File: config.mk
export PLATFORM = sky130hd
export DESIGN_NAME = scan_ascii_decoder_flat
export DESIGN_NICKNAME = d
export VERILOG_FILES = /design/src/rtl/scan_pkg.sv /design/src/rtl/scan_ascii_decoder_if.sv /design/src/rtl/char_fifo.sv /design/src/rtl/scan_ascii_decoder.sv /design/src/flat_wrapper.sv
export SDC_FILE = /design/constraint.sdc
export NUM_CORES = 1
export LEC_CHECK = 0
export BUFFER_PORTS_ARGS = -buffer_cell sky130_fd_sc_hd__buf_4
export CAP_MARGIN = 20
export CORE_AREA = 2 2 63 89
export CTS_CLUSTER_SIZE = 28
export DETAILED_ROUTE_END_ITERATION = 16
export DIE_AREA = 0 0 65 91
export PLACE_DENSITY_LB_ADDON = 0.25
export SLEW_MARGIN = 20
export SYNTH_ARGS = -nofsm -noshare
export SYNTH_HDL_FRONTEND = slang
export SYNTH_HIERARCHICAL = 1
export SYNTH_SLANG_ARGS = --single-unit
File: constraint.sdc
create_clock -name clk -period 5.2 [get_ports clk]
set_input_delay 1.04 -clock clk [delete_from_list [all_inputs] [get_ports clk]]
set_output_delay 1.04 -clock clk [all_outputs]
set_load 0.005 [all_outputs]
File: src/rtl/scan_pkg.sv
// Shared types, scan-code constants and lookup tables for the PS/2 set-2
// scan-code to ASCII decoder.
package scan_pkg;

  typedef enum logic [1:0] {
    ST_IDLE,
    ST_BRK,
    ST_EXT,
    ST_EXT_BRK
  } state_t;

  localparam logic [7:0] PFX_BRK     = 8'hF0;
  localparam logic [7:0] PFX_EXT     = 8'hE0;

  localparam logic [7:0] CODE_LSHIFT = 8'h12;
  localparam logic [7:0] CODE_RSHIFT = 8'h59;
  localparam logic [7:0] CODE_CAPS   = 8'h58;
  localparam logic [7:0] CODE_SPACE  = 8'h29;
  localparam logic [7:0] CODE_ENTER  = 8'h5A;
  localparam logic [7:0] CODE_BKSP   = 8'h66;

  localparam logic [7:0] ASCII_SPACE = 8'h20;
  localparam logic [7:0] ASCII_CR    = 8'h0D;
  localparam logic [7:0] ASCII_BS    = 8'h08;
  localparam logic [7:0] ASCII_UPPER = 8'h41;
  localparam logic [7:0] ASCII_LOWER = 8'h61;
  localparam logic [7:0] ASCII_ZERO  = 8'h30;

  // Index 0 is 'A' / '0'; the ASCII value is the base plus the table index.
  localparam logic [0:25][7:0] LETTER_CODES = {
    8'h1C, 8'h32, 8'h21, 8'h23, 8'h24, 8'h2B, 8'h34, 8'h33, 8'h43, 8'h3B,
    8'h42, 8'h4B, 8'h3A, 8'h31, 8'h44, 8'h4D, 8'h15, 8'h2D, 8'h1B, 8'h2C,
    8'h3C, 8'h2A, 8'h1D, 8'h22, 8'h35, 8'h1A
  };

  localparam logic [0:9][7:0] DIGIT_CODES = {
    8'h45, 8'h16, 8'h1E, 8'h26, 8'h25, 8'h2E, 8'h36, 8'h3D, 8'h3E, 8'h46
  };

  typedef struct packed {
    logic       hit;
    logic [7:0] ch;
  } char_map_t;

  function automatic char_map_t mapMake(input logic [7:0] code, input logic upper);
    char_map_t m;
    m = '0;
    for (int i = 0; i < 26; i++) begin
      if (code == LETTER_CODES[i]) begin
        m.hit = 1'b1;
        m.ch  = (upper ? ASCII_UPPER : ASCII_LOWER) + 8'(i);
      end
    end
    for (int i = 0; i < 10; i++) begin
      if (code == DIGIT_CODES[i]) begin
        m.hit = 1'b1;
        m.ch  = ASCII_ZERO + 8'(i);
      end
    end
    case (code)
      CODE_SPACE: begin m.hit = 1'b1; m.ch = ASCII_SPACE; end
      CODE_ENTER: begin m.hit = 1'b1; m.ch = ASCII_CR;    end
      CODE_BKSP:  begin m.hit = 1'b1; m.ch = ASCII_BS;    end
      default: ;
    endcase
    return m;
  endfunction

endpackage

File: src/rtl/scan_ascii_decoder_if.sv
// Scan-byte input, character output and status bundle of the decoder.
interface scan_ascii_decoder_if #(
  parameter int FIFO_DEPTH = 4
);
  localparam int CW = $clog2(FIFO_DEPTH) + 1;

  logic [7:0]    scan_code;
  logic          scan_valid;
  logic [7:0]    ascii_data;
  logic          ascii_valid;
  logic          ascii_ready;
  logic          shift_active;
  logic          caps_lock;
  logic [CW-1:0] fifo_count;
  logic          overflow;

  modport master (
    output scan_code, scan_valid, ascii_ready,
    input  ascii_data, ascii_valid, shift_active, caps_lock, fifo_count, overflow
  );

  modport slave (
    input  scan_code, scan_valid, ascii_ready,
    output ascii_data, ascii_valid, shift_active, caps_lock, fifo_count, overflow
  );
endinterface

File: src/rtl/char_fifo.sv
// First-word-fall-through character FIFO with sticky overflow; a push
// into a full FIFO succeeds only when a pop happens in the same cycle.
module char_fifo #(
  parameter int DEPTH = 4,
  parameter int WIDTH = 8
) (
  input  logic                       clk,
  input  logic                       reset,
  input  logic                       i_push,
  input  logic [WIDTH-1:0]           i_data,
  input  logic                       i_pop,
  output logic [WIDTH-1:0]           o_data,
  output logic                       o_valid,
  output logic [$clog2(DEPTH):0]     o_count,
  output logic                       o_overflow
);
  localparam int AW = $clog2(DEPTH);
  localparam logic [AW:0] CNT_FULL = (AW+1)'(DEPTH);

  logic [WIDTH-1:0] r_mem [DEPTH];
  logic [AW-1:0]    r_wrPtr;
  logic [AW-1:0]    r_rdPtr;
  logic [AW:0]      r_count;
  logic             r_overflow;

  logic w_empty;
  logic w_full;
  logic w_pop;
  logic w_push;
  logic w_drop;

  assign w_empty = (r_count == '0);
  assign w_full  = (r_count == CNT_FULL);
  assign w_pop   = i_pop & ~w_empty;
  assign w_push  = i_push & (~w_full | w_pop);
  assign w_drop  = i_push & w_full & ~w_pop;

  always_ff @(posedge clk) begin
    if (w_push) begin
      r_mem[r_wrPtr] <= i_data;
    end
  end

  // Pointers are exactly AW bits wide, so they wrap modulo DEPTH for free.
  always_ff @(posedge clk or posedge reset) begin
    if (reset) begin
      r_wrPtr    <= '0;
      r_rdPtr    <= '0;
      r_count    <= '0;
      r_overflow <= 1'b0;
    end else begin
      if (w_push) begin
        r_wrPtr <= r_wrPtr + AW'(1);
      end
      if (w_pop) begin
        r_rdPtr <= r_rdPtr + AW'(1);
      end
      case ({w_push, w_pop})
        2'b10:   r_count <= r_count + (AW+1)'(1);
        2'b01:   r_count <= r_count - (AW+1)'(1);
        default: r_count <= r_count;
      endcase
      if (w_drop) begin
        r_overflow <= 1'b1;
      end
    end
  end

  assign o_data     = w_empty ? '0 : r_mem[r_rdPtr];
  assign o_valid    = ~w_empty;
  assign o_count    = r_count;
  assign o_overflow = r_overflow;
endmodule

File: src/rtl/scan_ascii_decoder.sv
// PS/2 set-2 scan-code decoder: tracks break/extended prefixes, Shift and
// Caps Lock, and queues the resulting ASCII characters in a char_fifo.
module scan_ascii_decoder
  import scan_pkg::*;
#(
  parameter int FIFO_DEPTH = 4,
  parameter bit CAPS_EN    = 1'b1
) (
  input  logic                clk,
  input  logic                reset,
  scan_ascii_decoder_if.slave bus
);
  state_t    r_state;
  state_t    w_nextState;
  logic      r_lshift;
  logic      r_rshift;
  logic      r_caps;

  logic      w_setL;
  logic      w_clrL;
  logic      w_setR;
  logic      w_clrR;
  logic      w_toggleCaps;
  logic      w_push;
  logic [7:0] w_pushData;
  logic      w_upper;
  char_map_t w_map;

  always_ff @(posedge clk or posedge reset) begin
    if (reset) begin
      r_state <= ST_IDLE;
    end else begin
      r_state <= w_nextState;
    end
  end

  // Case uses the shift/caps state registered before this byte arrived.
  always_comb begin
    w_nextState  = r_state;
    w_setL       = 1'b0;
    w_clrL       = 1'b0;
    w_setR       = 1'b0;
    w_clrR       = 1'b0;
    w_toggleCaps = 1'b0;
    w_push       = 1'b0;
    w_pushData   = '0;
    w_upper      = (r_lshift | r_rshift) ^ r_caps;
    w_map        = mapMake(bus.scan_code, w_upper);
    if (bus.scan_valid) begin
      case (r_state)
        ST_IDLE: begin
          if (bus.scan_code == PFX_BRK) begin
            w_nextState = ST_BRK;
          end else if (bus.scan_code == PFX_EXT) begin
            w_nextState = ST_EXT;
          end else if (bus.scan_code == CODE_LSHIFT) begin
            w_setL = 1'b1;
          end else if (bus.scan_code == CODE_RSHIFT) begin
            w_setR = 1'b1;
          end else if (bus.scan_code == CODE_CAPS) begin
            w_toggleCaps = CAPS_EN;
          end else if (w_map.hit) begin
            w_push     = 1'b1;
            w_pushData = w_map.ch;
          end
        end
        ST_BRK: begin
          w_nextState = ST_IDLE;
          w_clrL      = (bus.scan_code == CODE_LSHIFT);
          w_clrR      = (bus.scan_code == CODE_RSHIFT);
        end
        ST_EXT: begin
          w_nextState = (bus.scan_code == PFX_BRK) ? ST_EXT_BRK : ST_IDLE;
        end
        ST_EXT_BRK: begin
          w_nextState = ST_IDLE;
        end
        default: begin
          w_nextState = ST_IDLE;
        end
      endcase
    end
  end

  always_ff @(posedge clk or posedge reset) begin
    if (reset) begin
      r_lshift <= 1'b0;
      r_rshift <= 1'b0;
      r_caps   <= 1'b0;
    end else begin
      if (w_setL) begin
        r_lshift <= 1'b1;
      end else if (w_clrL) begin
        r_lshift <= 1'b0;
      end
      if (w_setR) begin
        r_rshift <= 1'b1;
      end else if (w_clrR) begin
        r_rshift <= 1'b0;
      end
      if (w_toggleCaps) begin
        r_caps <= ~r_caps;
      end
    end
  end

  assign bus.shift_active = r_lshift | r_rshift;
  assign bus.caps_lock    = r_caps;

  char_fifo #(
    .DEPTH (FIFO_DEPTH),
    .WIDTH (8)
  ) u_fifo (
    .clk        (clk),
    .reset      (reset),
    .i_push     (w_push),
    .i_data     (w_pushData),
    .i_pop      (bus.ascii_ready),
    .o_data     (bus.ascii_data),
    .o_valid    (bus.ascii_valid),
    .o_count    (bus.fifo_count),
    .o_overflow (bus.overflow)
  );
endmodule

File: src/flat_wrapper.sv
// flat-port wrapper written by rule: the top's interface ports become plain ports
module scan_ascii_decoder_flat import scan_pkg::*;
#(
  parameter int FIFO_DEPTH = 4,
  parameter bit CAPS_EN    = 1'b1
)
  (clk, reset, bus_scan_code, bus_scan_valid, bus_ascii_ready, bus_ascii_data, bus_ascii_valid, bus_shift_active, bus_caps_lock, bus_fifo_count, bus_overflow);
  scan_ascii_decoder_if #(.FIFO_DEPTH(FIFO_DEPTH)) bus_i ();
  input  logic clk;
  input  logic reset;
  input wire logic [$bits(bus_i.scan_code)-1:0] bus_scan_code;
  input wire logic [$bits(bus_i.scan_valid)-1:0] bus_scan_valid;
  input wire logic [$bits(bus_i.ascii_ready)-1:0] bus_ascii_ready;
  output wire logic [$bits(bus_i.ascii_data)-1:0] bus_ascii_data;
  output wire logic [$bits(bus_i.ascii_valid)-1:0] bus_ascii_valid;
  output wire logic [$bits(bus_i.shift_active)-1:0] bus_shift_active;
  output wire logic [$bits(bus_i.caps_lock)-1:0] bus_caps_lock;
  output wire logic [$bits(bus_i.fifo_count)-1:0] bus_fifo_count;
  output wire logic [$bits(bus_i.overflow)-1:0] bus_overflow;
  assign bus_i.scan_code = bus_scan_code;
  assign bus_i.scan_valid = bus_scan_valid;
  assign bus_i.ascii_ready = bus_ascii_ready;
  assign bus_ascii_data = bus_i.ascii_data;
  assign bus_ascii_valid = bus_i.ascii_valid;
  assign bus_shift_active = bus_i.shift_active;
  assign bus_caps_lock = bus_i.caps_lock;
  assign bus_fifo_count = bus_i.fifo_count;
  assign bus_overflow = bus_i.overflow;
  scan_ascii_decoder #(.FIFO_DEPTH(FIFO_DEPTH), .CAPS_EN(CAPS_EN)) u_core (.clk(clk), .reset(reset), .bus(bus_i));
endmodule
---- After elaboration in Yosys (flattened, before gate mapping) ----
Memories as Yosys holds them, arrays and structs flattened.
Cells that the tools add are included.
storage, ports and cells
  register bits ........................... 13
  bits in writable memories ............... 32
  input port bits ......................... 12
  memories kept ........................... 1
memory list
  name                 words  bits a word  rd ports  clocked after Yosys merged registers in  wr ports  line             RTL
  u_core.u_fifo.r_mem  4      8            1         0                                        1         char_fifo.sv:20  logic [WIDTH-1:0] r_mem [DEPTH];
operators by class
  add/sub/neg operators ................... 29
  equal/unequal tests ..................... 51
  mux-type cells .......................... 88
  bitwise logic cells ..................... 11
  reduce and logical (&&, ||, !) cells .... 7
operators by type and width
  cell                   number
  $mux W9                36
  $eq A8 B6 Y1 const B   23
  $eq A8 B7 Y1 const B   11
  $add A8 B5 Y8 const B  10
  $mux W8                9
  $add A8 B4 Y8 const B  8
  $eq A8 B5 Y1 const B   8
  $mux W1                36
  $add A8 B3 Y8 const B  4
  $pmux W9 S3            1
  $add A8 B2 Y8 const B  2
  $eq A8 B8 Y1 const B   2
  $add A8 B1 Y8 const B  1
  $eq A2 B2 Y1 const B   3
  $mux W2                3
  $mux W6                1
  $pmux W2 S3            1
  $pmux W3 S2            1
  $reduce_bool A2 Y1     3
  $add A2 B1 Y2 const B  2
  $and A1 B1 Y1          4
  $eq A2 B1 Y1 const B   2
  $not A1 Y1             4
  $add A3 B1 Y3 const B  1
  9 further kinds        10

---- Logic depth before layout (Yosys ltp) ----
  depth after elaboration ................. 51
  gate-level depth with buffers ........... 16
  gate-level depth less buffers ........... 14

---- Cells and area by module ----
The synthesis kept the hierarchy.
modules (own cells, without submodules)
  module              times used  cells an instance  area each (µm²)
  char_fifo           1           91                 1,704.1
  scan_ascii_decoder  1           185                1,253.7

---- Least setup slack after synthesis ----
OpenSTA, ideal clock, no wires.
  path type ............................... input -> register
  from .................................... in bus_scan_code[6]
  to ...................................... reg u_core.u_fifo.r_count[2] (netlist: u_core/u_fifo/o_count[2])
  data arrival time ....................... 3.581 ns
  required time ........................... 5.121 ns
  path slack .............................. 1.539 ns
  stages .................................. 15
  buffers on the path ..................... 1
  cells stage by stage .................... buf_4 and4bb_2 a32o_1 a31oi_1 o21ai_1 nor4_1 a21oi_1 nor2b_2 inv_1 ha_1 inv_1 fa_1 xor2_1 nor2_1 xor2_1
on the way
  cells in the longest elaborated chain, start to end .. 49
  elaborated cells on any way between the ends .. 94
  classes of those cells .................. eq/ne (46); mux (46); bitwise (1); reduce/logical (1)
ends and longest elaborated chain
  what                                               line                      RTL
  from (decl)                                        flat_wrapper.sv:11        input wire logic [$bits(bus_i.scan_code)-1:0] bus_scan_code;
  $eq A8 B5 Y1                                       scan_pkg.sv:49            if (code == LETTER_CODES[i]) begin
  $mux W9 (26 in series)                             scan_pkg.sv:49
  $mux W9 (10 in series)                             scan_pkg.sv:55            if (code == DIGIT_CODES[i]) begin
  $pmux W9 S3                                        scan_pkg.sv:60            case (code)
  $mux W1                                            scan_ascii_decoder.sv:62  end else if (w_map.hit) begin
  $mux W1                                            scan_ascii_decoder.sv:60  end else if (bus.scan_code == CODE_CAPS) begin
  $mux W1                                            scan_ascii_decoder.sv:58  end else if (bus.scan_code == CODE_RSHIFT) begin
  $mux W1                                            scan_ascii_decoder.sv:56  end else if (bus.scan_code == CODE_LSHIFT) begin
  $mux W1                                            scan_ascii_decoder.sv:54  end else if (bus.scan_code == PFX_EXT) begin
  $mux W1 *                                          scan_ascii_decoder.sv:52  if (bus.scan_code == PFX_BRK) begin
  $mux W1 *                                          scan_ascii_decoder.sv:50  case (r_state)
  $mux W1 *                                          scan_ascii_decoder.sv:49  if (bus.scan_valid) begin
  net u_core.w_push                                  scan_ascii_decoder.sv:24  logic w_push;
  $and A1 B1 Y1 *                                    char_fifo.sv:35           assign w_push = i_push & (~w_full | w_pop);
  $eq A2 B1 Y1 or $eq A2 B2 Y1 (tied branches)       char_fifo.sv:58           case ({w_push, w_pop})
  $pmux W3 S2 or $reduce_bool A2 Y1 (tied branches)  n/a
  to (signal assigned)                               char_fifo.sv:59           2'b10: r_count <= r_count + (AW+1)'(1);
  to (signal assigned)                               char_fifo.sv:60           2'b01: r_count <= r_count - (AW+1)'(1);
  to (signal assigned)                               char_fifo.sv:61           default: r_count <= r_count;
  to (decl)                                          char_fifo.sv:23           logic [AW:0] r_count;
The timed path passes the listed nets; every way through them passes the cells marked *.
A chain may end at the register's enable or synchronous reset.

---- Final worst setup path ----
  from .................................... in bus_scan_code[4]
  to ...................................... reg u_core.u_fifo.r_count[2] (netlist: u_core/u_fifo/o_count[2])
Same word-level chain as after synthesis.

==> impl_results.md <==
- Outcome: complete, no violations
- Crit-path cells: buf_4 > nor4b_2 > buf_4 > a32o_1 > a31oi_1 > o21ai_1 > nor4_1 > a21oi_1 > nor2b_2 > inv_1 > ha_1 > inv_1 > fa_1 > xor2_1 > nor2_1 > xor2_1
- Post-Syn Area: 2960 um^2
- Max_slew headroom: 0.520
- Critical Path RT: 5.42 ns
- Final WL: 5990 um
- Hold Fails Final Rpt: 0
- Syn_area_per_cell: 10.7 um^2
- ANT nets after route: 0
- Switch Pwr: 0.335 mW
- Critical Path AT: 3.98 ns
- Hold Crit Class: reg -> reg
- Vias in the first global route: 2080
- Crit-path max FO: 21
- Die width: roughly 65 um
- Synth top area share: 0.325
- Largest net degree at the start of global routing: 23
- Reg area: around 1300 um^2
- Clock Skews: 0.00947 ns
- Post-synth top area cell: edfxtp_1
- Die area: just under 6000 um^2
- Sequential share of power: 0.436
- Count of different cell masters after synthesis: approximately 70
- Final net count: slightly above 300
- Worst-path clk slew: 0.08 ns
- Final Max Tran Viols: 0
- Post_cts resized: 0
- Max-cap violations: 0
- Worst Tran Pin Value: around 0.72 ns
- Placed Instances: between 300 and 400
- Leakage: between 1 and 1.5 nW
- Fmax: 266 MHz
- Area used by multi-input combinational logic: 1510 um^2
- Post-synthesis sequential area ratio: 0.435
- Clock Sinks: 45
- Top cells by area, synth: edfxtp_1 (32%), dfrtp_1 (11%), mux4_2 (6.1%)
- CTS Buf Count: 5
- Die span in y: 91 um
- IO Port Bufs: 26
- First-pass GRT wire length: 9920 um
- Synth async-reset ratio: 0.289
- Power Density: around 350 nW/um^2
- Total I/O pin count: 27
- Core Rows: 31
- PnR worst setup slack: 1.44 ns
- Worst path slowest cell: nor4_1
- Combinational fraction of design power: 0.346
- DRT Pass-1 Iters: 6
- Filler-free cell count of the finished design: 360
- Setup violators final: 0
- Critical Path Source Type: primary input
- Total congestion overflow: 0
- Clk network pwr share: 0.218
- Top cells by count, synth: edfxtp_1 (32), nand2_1 (19), nor2_1 (19)
- Synthesis Warnings: 6
- Top-count cell post-synth: edfxtp_1
- Critical path type: in -> reg
- CP max stage delay: 0.42 ns
- Root buf cell: clkbuf_8
- Area Overhead vs Synth: 9.64%
- Diode count: 0
- Pre-CTS WS: between 1 and 1.5 ns
- Setup TNS: 0 ns
- Initial antenna violation count: 0
- Buffer levels on the longest clock path: 2
- Critical path endpoint category: flop
- CTS tree: done
- Initial drt markers: 225
- #FFs+latches synth: 45
- Unrepaired setup endpoints after global routing: no
- Starting density of the core: 0.582
- Final HPWL DP: around 4500 um
- DR vias: 2208
- Mapped Cells: 276
- Hold Buf Count CTS: 0
- Final worst path period need: 3.76 ns
- Post-synth EDFFs: 32
- DRC violations left: 0
- Share of cells above drive strength 1: 0.214
- Internal Power: 0.805 mW
- Fillers: 425
- Post-CTS setup buffers: 0
- GRT Resource Usage Total: 0.217
- Wirelength per Cell: roughly 17 um
- Peak VDD IR: 0.157 mV
- Vias per cell: slightly above 6
- Crit share post-route: 0.724
- Clock latency on the worst-skew pair: 0.29 ns
- H-Tree Depth: 2
- Gp weighted congestion: 0.993
- Main synth FF type: edfxtp_1
- Sw frac: 0.294
- Core ar.: 5080 um^2
==> per-stage QoR <==
| stage | power (mW) | cell area, um^2 | hold WS [ns] | util |
|---|---|---|---|---|
| after detailed placement | 0.906 | 3140 | 0.485 | 0.617 |
| after global routing | 1.21 | 3240 | 0.510 | 0.638 |
| after global placement | 0.897 | 3140 | 0.474 | 0.617 |
| after floorplan | 0.767 | 2970 | 0.451 | - |
| after CTS | 1.15 | 3240 | 0.501 | 0.638 |
| final | 1.14 | 3240 | 0.489 | 0.638 |
==> power by group through the flow <==
stage	registers [mW]	clock network (mW)	logic, mW
3_3_place_gp	0.507	0	0.390
6_report	0.498	0.249	0.394
3_5_place_dp	0.508	0	0.398
2_1_floorplan	0.466	0	0.301
4_1_cts	0.500	0.254	0.399
5_1_grt	0.508	0.273	0.432
==> layout by cell type (no fill, tap or decap), types with 2 or more instances in the layout <==
cell,count
a32o_1,3
mux4_2,8
o41a_1,2
buf_4,28
nor4_1,3
a31oi_1,6
a21oi_1,15
a22o_1,4
nand2b_1,5
o22ai_1,2
edfxtp_1,32
nor4b_2,2
o21ai_1,2
a32oi_1,3
nor2_1,19
nand3_1,10
or2_2,3
xor2_1,4
inv_1,11
clkbuf_8,5
conb_1,4
mux2i_1,4
nand2_1,19
xnor2_1,6
ha_1,5
dfrtp_1,13
a21o_1,3
o21ai_0,6
and2_1,12
nor2b_1,6
nor3_1,10
==> layout make-up <==
| type | instances | area share |
|---|---|---|
| well taps | 66 | 0.0255 |
| inverters | 12 | 0.0139 |
| clock inverters | 2 | 0.0108 |
| repair buffers | 28 | 0.0648 |
| flip-flops and latches | 45 | 0.397 |
| multi-input cells | 201 | 0.466 |
| clock buffers | 6 | 0.0224 |
==> layer usage <==
layer | global-route usage | vias to the layer above | part of all wire
li1 | - | 1054 | -
met1 | 0.265 | 1005 | 0.38
met2 | 0.375 | 124 | 0.53
met3 | 0.0297 | 25 | 0.059
met4 | 0.0940 | 0 | 0.033
met5 | 0 | - | 0
==> cell families (layout without fill, tap and decap cells) <==
group / after synthesis / in the layout / synth area share
AND/OR/NAND/NOR: 109 / 109 / 0.221
flip-flops: 45 / 45 / 0.435
buffers and inverters: 33 / 48 / 0.0580
other: 1 / 4 / 0.00127
AO/OA/AOI/OAI: 58 / 58 / 0.144
adder cells (fa/ha/maj): 6 / 6 / 0.0279
multiplexers: 14 / 14 / 0.0833
XOR/XNOR: 10 / 10 / 0.0296
==> state kept, by name (all words and copies together) (netlist names) <==
signal / flops
u_core/u_fifo/r_mem: 32
u_core/u_fifo/o_count: 3
u_core/r_state: 2
u_core/u_fifo/r_rdPtr: 2
u_core/u_fifo/r_wrPtr: 2
u_core/bus.caps_lock: 1
u_core/r_lshift: 1
u_core/r_rshift: 1
u_core/u_fifo/o_overflow: 1
==> critical path, delay by kind of cell <==
kind | cells | cell delay [ns]
AOI/OAI and AO/OA | 4 | 0.71
adders and majority gates | 2 | 0.54
xor gates and xnor gates | 2 | 0.29
buffers and inverters | 4 | 0.49
and+or+nand+nor | 4 | 0.92
==> final timing paths <==
check,start,to,slack [ns],cells past startpoint
max in group asynchronous,reset,u_core/u_fifo/r_rdPtr[1]$_DFFE_PP0P_,4.28,2
min in group asynchronous,reset,u_core/r_lshift$_DFFE_PP0P_,0.65,2
worst max-delay path,bus_scan_code[4],u_core/u_fifo/o_count[2]$_DFFE_PP0P_,1.44,16
worst min register to register,u_core/u_fifo/o_overflow$_DFFE_PP0P_,u_core/u_fifo/o_overflow$_DFFE_PP0P_,0.49,1
worst max register to register,u_core/r_state[1]$_DFFE_PP0P_,u_core/u_fifo/o_count[1]$_DFFE_PP0P_,2.63,10
worst min-delay path,u_core/u_fifo/o_overflow$_DFFE_PP0P_,u_core/u_fifo/o_overflow$_DFFE_PP0P_,0.49,1
No activity file was read; power rests on OpenSTA's default activity.
